### src/rtl/mul_seq.sv
// mul_seq: shift-and-add 16-bit unsigned multiplier that sequences a shared ALU
// through ADD/SL/SR steps, with a start/busy/done handshake.
module mul_seq #(
   parameter int WIDTH = 16
) (
   input  logic             clk,
   input  logic             rst,
   input  logic             start,
   input  logic [WIDTH-1:0] a_in,
   input  logic [WIDTH-1:0] b_in,
   output logic             busy,
   output logic             done,
   output logic [WIDTH-1:0] result,
   output logic [WIDTH-1:0] alu_a,
   output logic [WIDTH-1:0] alu_b,
   output logic [2:0]       alu_com,
   input  logic [WIDTH-1:0] alu_y
);
   localparam logic [2:0] ALU_THA = 3'b000;
   localparam logic [2:0] ALU_SL  = 3'b100;
   localparam logic [2:0] ALU_SR  = 3'b101;
   localparam logic [2:0] ALU_ADD = 3'b110;

   typedef enum logic [2:0] {IDLE, ADD, SL, SR, DONE} state_t;

   state_t           state_q, state_d;
   logic [WIDTH-1:0] acc_q, acc_d;
   logic [WIDTH-1:0] mcand_q, mcand_d;
   logic [WIDTH-1:0] mplier_q, mplier_d;
   logic [WIDTH-1:0] result_q, result_d;

   always_ff @(posedge clk or posedge rst) begin
      if (rst) begin
         state_q  <= IDLE;
         acc_q    <= '0;
         mcand_q  <= '0;
         mplier_q <= '0;
         result_q <= '0;
      end else begin
         state_q  <= state_d;
         acc_q    <= acc_d;
         mcand_q  <= mcand_d;
         mplier_q <= mplier_d;
         result_q <= result_d;
      end
   end

   always_comb begin
      state_d  = state_q;
      acc_d    = acc_q;
      mcand_d  = mcand_q;
      mplier_d = mplier_q;
      result_d = result_q;
      alu_a    = '0;
      alu_b    = '0;
      alu_com  = ALU_THA;
      case (state_q)
         IDLE: if (start) begin
            mcand_d  = a_in;
            mplier_d = b_in;
            acc_d    = '0;
            state_d  = ADD;
         end
         ADD: begin
            alu_a   = acc_q;
            alu_b   = mcand_q;
            alu_com = ALU_ADD;
            // a fully consumed multiplier ends the loop early
            if (mplier_q == '0) state_d = DONE;
            else begin
               acc_d   = mplier_q[0] ? alu_y : acc_q;
               state_d = SL;
            end
         end
         SL: begin
            alu_a   = mcand_q;
            alu_com = ALU_SL;
            mcand_d = alu_y;
            state_d = SR;
         end
         SR: begin
            alu_a    = mplier_q;
            alu_com  = ALU_SR;
            mplier_d = alu_y;
            state_d  = ADD;
         end
         DONE: begin
            result_d = acc_q;
            state_d  = IDLE;
         end
         default: state_d = IDLE;
      endcase
   end

   assign busy   = state_q != IDLE;
   assign done   = state_q == DONE;
   assign result = result_q;
endmodule

### config.mk
export PLATFORM = sky130hd
export DESIGN_NAME = mul_seq
export DESIGN_NICKNAME = d
export VERILOG_FILES = /design/src/rtl/mul_seq.sv
export SDC_FILE = /design/constraint.sdc
export NUM_CORES = 1
export LEC_CHECK = 0
export ABC_CLOCK_PERIOD_IN_PS = 2940
export CAP_MARGIN = 30
export CORE_MARGIN = 1
export CORE_UTILIZATION = 46
export CTS_BUF_LIST = sky130_fd_sc_hd__clkbuf_8
export DETAILED_ROUTE_END_ITERATION = 8
export PLACE_DENSITY = 0.76
export SYNTH_ARGS = -nofsm -noshare
export SYNTH_HDL_FRONTEND = slang
export SYNTH_SLANG_ARGS = --single-unit
export TNS_END_PERCENT = 10
### constraint.sdc
create_clock -name clk -period 2.94 [get_ports clk]
set_clock_uncertainty 0.05 [all_clocks]
set_input_delay 0.294 -clock clk [delete_from_list [all_inputs] [get_ports clk]]
set_output_delay 0.294 -clock clk [all_outputs]
set_load 0.03 [all_outputs]
# Word level (Yosys, flattened, before mapping)
# Cells that the tools add are included.
# word_totals
inputBits,51
register_bits,67
word_cells,35
output_inout_bits,53
# classes
n_reduce_logical,9
mux,14
n_eq_ne,7
# ops
op,count
16-bit two-way mux,6
16-bit one-hot mux with 2 select lines,3
16-bit one-hot mux with 3 select lines,1
16-bit logical NOT,1
3-bit one-hot mux with 4 select lines,1
3-bit one-hot mux with 3 select lines,1
3-bit by 2-bit == test with 1-bit output (second input constant),2
3-bit two-way mux,2
2-bit != test (second input constant),3
2-bit nonzero test,3
2-bit AND reduction,2
4-bit AND reduction,1
3-bit by 1-bit == test with 1-bit output (second input constant),1
3-bit == test (second input constant),1
3-bit logical NOT,1
3-bit nonzero test,1

# Depth between registers and ports, before layout
# logic_depth
depth_word,3
depth_mapped,6

# Worst setup path before layout
# No wires, ideal clock.
# synth_timing
path_type,reg2out
startpoint,register state_q[0]
endpoint,output port alu_b[10]
arrival_ns,1.764
path_buffers,2
stages_incl_launch_ff,6
slack_ns,0.832
path_cell_list,dfrtp_1 > buf_4 > inv_1 > nor3_1 > clkbuf_1 > and2_1
# synth_via
elab_chain_cells,2
# synth_rtl
item,line_no,text
from (decl),26,"state_t state_q, state_d;"
from (signal assigned),40,state_q <= state_d;
3-bit by 1-bit == test with 1-bit output,57,case (state_q)
16-bit two-way mux,57,
to (decl),15,"output logic [WIDTH-1:0] alu_b,"
# No other way between the ends.

# Worst setup path after layout
# layout_timing
startpoint,register state_q[0]
endpoint,output port alu_a[4]
# layout_via
elab_chain_cells,2
# layout_rtl
item,line_no,text
3-bit by 2-bit == test with 1-bit output / 3-bit by 1-bit == test with 1-bit output (equally long branches),57,
16-bit one-hot mux with 3 select lines (*),57,
to (decl),14,"output logic [WIDTH-1:0] alu_a,"
# Every way passes the cells marked *; elsewhere a longest branch is shown, timed or not.

==> summary.txt <==
Status
  • Outcome: finished clean

Route
  • 1st-iter DRT viols: 62
  • DRT Pass-1 Iters: 4
  • Vias per cell: about 5.3
  • Detailed-route DRC error count: 0
  • Wire per inst: 17.8 µm
  • Vias: 2588
  • Antenna-violating nets left: 0
  • Total wire length: 8610 µm

Yosys
  • Post-Synth Adder-Cell Area: 0%
  • YS warnings: 0
  • Largest family of logic cells by synthesized area: multiplexers
  • Synth area leaders: dfrtp_1, mux2_2, mux2_4
  • Count leader, synth: mux2_2
  • Synth Area in Compound Gates: under 10%
  • Synth cell count leaders: mux2_2, dfrtp_1, nor2_1, and2_1
  • Mapped Nets: around 330
  • Yosys top cell area share: 47.1%
  • Top FF cell, synth: dfrtp_1
  • Synthesized-area fraction occupied by and/or/nand/nor cells: 9.11%
  • Synth Area in XOR/XNOR: 0%
  • Synth cell types: 31
  • Syn Area/Cell: 12.9 µm²
  • Flops & latches, synth: 67
  • Seq/Total Area, Yosys: between 40% and 50%
  • Ys async rst share: 100%
  • Yosys top cell by area: dfrtp_1
  • EDFF count, synth: 0
  • Mux share of post-synthesis cell area: 31.4%
  • Synth Instances: ~280
  • Mapped Area: 3560 µm²

Clocking
  • TritonCTS clock tree: done
  • Postcts setup bufs: 0
  • Clk buf depth: 2
  • Post-CTS Resized: 0
  • Hold_buf cts: 0
  • Later-pin clock latency in the skew report: 330 ps
  • Clock-pin slew on the worst setup and hold paths: 80 ps
  • Num CTS Buffers: 9
  • Clock net sink count: 67
  • Clock root buffer: clkbuf_8
  • H-tree levels: 3

Setup path
  • Worst-path fanout max: 12
  • Critical path capture point type: output port
  • R2R setup slack: slightly above 600 ps
  • Startpoint class of the critical path: register
  • Max stage delay cell, worst path: clkdlybuf4s50_1
  • Worst EP arrival: 2350 ps
  • Worst R2R Path Depth: 4
  • Cell breakdown of the critical path: and2b_1 -> a22oi_1 -> nor2_1 -> clkdlybuf4s50_1
  • Worst stage delay on the critical path: a little under 700 ps
  • Crit path buf inv count: 1
  • Reg2reg start: state_q[0]
  • Crit path max-delay family: buffers and inverters
  • CP required: 2600 ps
  • CP Class: reg2out
  • Worst r2r dst: mplier_q[15]

Floorplan
  • Die Ht: 90.0 µm
  • Full die area: 8090 µm²
  • IO Count: approximately 100
  • Core footprint: 7370 µm²
  • Die width: roughly 90 µm
  • FP Rows: 31
  • Starting Density: between 40% and 50%

STA
  • Fmax: 0.371 GHz
  • Setup-failing EPs final: 0
  • Final Cycle Share: slightly above 90%
  • Slew HR: 42.0%
  • Fin crit period: 2690 ps
  • TNS Setup: 0 ps
  • RSZ-0062 raised after global routing: no
  • Max Slew Vio Count: 0
  • Least-Margin Pin Slew: 866 ps
  • Final hold violation count: 0

Power
  • PwrDens: between 1000 and 1500 nW/µm²
  • Peak supply drop: 0.000547 V
  • P_leak: 2.16 nW

Layout
  • Final core utilization: 65.9%
  • Nets: 431
  • Inserted Diodes: 0
  • Area Overhead vs Synth: 36.6%
  • Ratio of cells with drive above 1 in the final layout: 41.0%

Placed design
  • Post-DP HPWL: 6510 µm
  • Routability Congestion: 0.842
  • PortBufs: 103

Global routing
  • Global-route wire length before repair: ~14000 µm
  • GRT Overall Usage: 22.6%
  • Vias in the first global route: 2695
  • GRT overflow: 0
  • Largest net degree at the start of global routing: 36
  • Initial antenna violation count: 0

Job
  • Max Cap Viol: 0

Worst hold path
  • HP Class: in2async
cell families (layout without fill, tap and decap cells):
family / Yosys count / after routing
flip-flops: 67 / 67
AO/OA/AOI/OAI: 36 / 36
AND/OR/NAND/NOR: 53 / 53
multiplexers: 96 / 96
buffers and inverters: 24 / 133
state kept, by name, indices dropped and copies added (netlist names):
signal	cells
mplier_q	16
state_q	3
acc_q	16
mcand_q	16
result	16
metal layers:
metal / up-vias / track usage (%) / share of wire [%]
met3: 18 / 3.38 / 4.0
met4: 0 / 9.68 / 2.1
met1: 1270 / 31.0 / 45
li1: 1224 / - / -
met5: - / 0 / 0
met2: 76 / 36.0 / 49
cell usage in the layout (no fill, tap or decap), drive strengths merged, types with 2 or more instances in the layout:
cell type and instances:
mux2 96, clkdlybuf4s50 74, dfrtp 67, buf 39, nor2 19, and2 17, a22o 16, a22oi 16
clkbuf 9, nor4 5, inv 4, bufinv 3, nor3 3, clkinv 3, nand2 2, a21oi 2
worst max-delay path by stage:
stage                         to  depth (start not counted)  startpoint  slack (ps)
floorplan              alu_b[10]                          5  state_q[0]         830
global placement    mplier_q[11]                          4       start         630
detailed placement  mplier_q[12]                          4       start         590
CTS                     alu_a[4]                          4  state_q[0]         230
global route            alu_a[4]                          4  state_q[0]         110
finish                  alu_a[4]                          4  state_q[0]         250
per-stage QoR:
stage / instance area [µm²] / hold slack (ps) / power, mW / cells / setup slack (ps)
final: 4860 / 339 / 5.65 / 484 / 247
after detailed placement: 4620 / 446 / 4.73 / 468 / 585
after global routing: 4860 / 411 / 5.96 / 484 / 106
after CTS: 4860 / 356 / 5.67 / 484 / 231
after floorplan: 3560 / 377 / 3.80 / 276 / 832
after global placement: 4620 / 440 / 4.70 / 468 / 628
layout make-up:
| class | count | area (µm²) |
|---|---|---|
| clock buffer | 9 | 124 |
| clock inverter | 7 | 116 |
| fill | 566 | 2510 |
| inverter | 4 | 15.0 |
| multi-input combinational | 185 | 1750 |
| sequential | 67 | 1680 |
| tap | 99 | 124 |
| timing repair buffer | 113 | 1060 |
report_power, final:
group | internal (mW) | switching, mW
clock | 0.562 | 0.363
combinational | 1.54 | 1.61
sequential | 1.27 | 0.312
No activity file was read; power rests on OpenSTA's default activity.
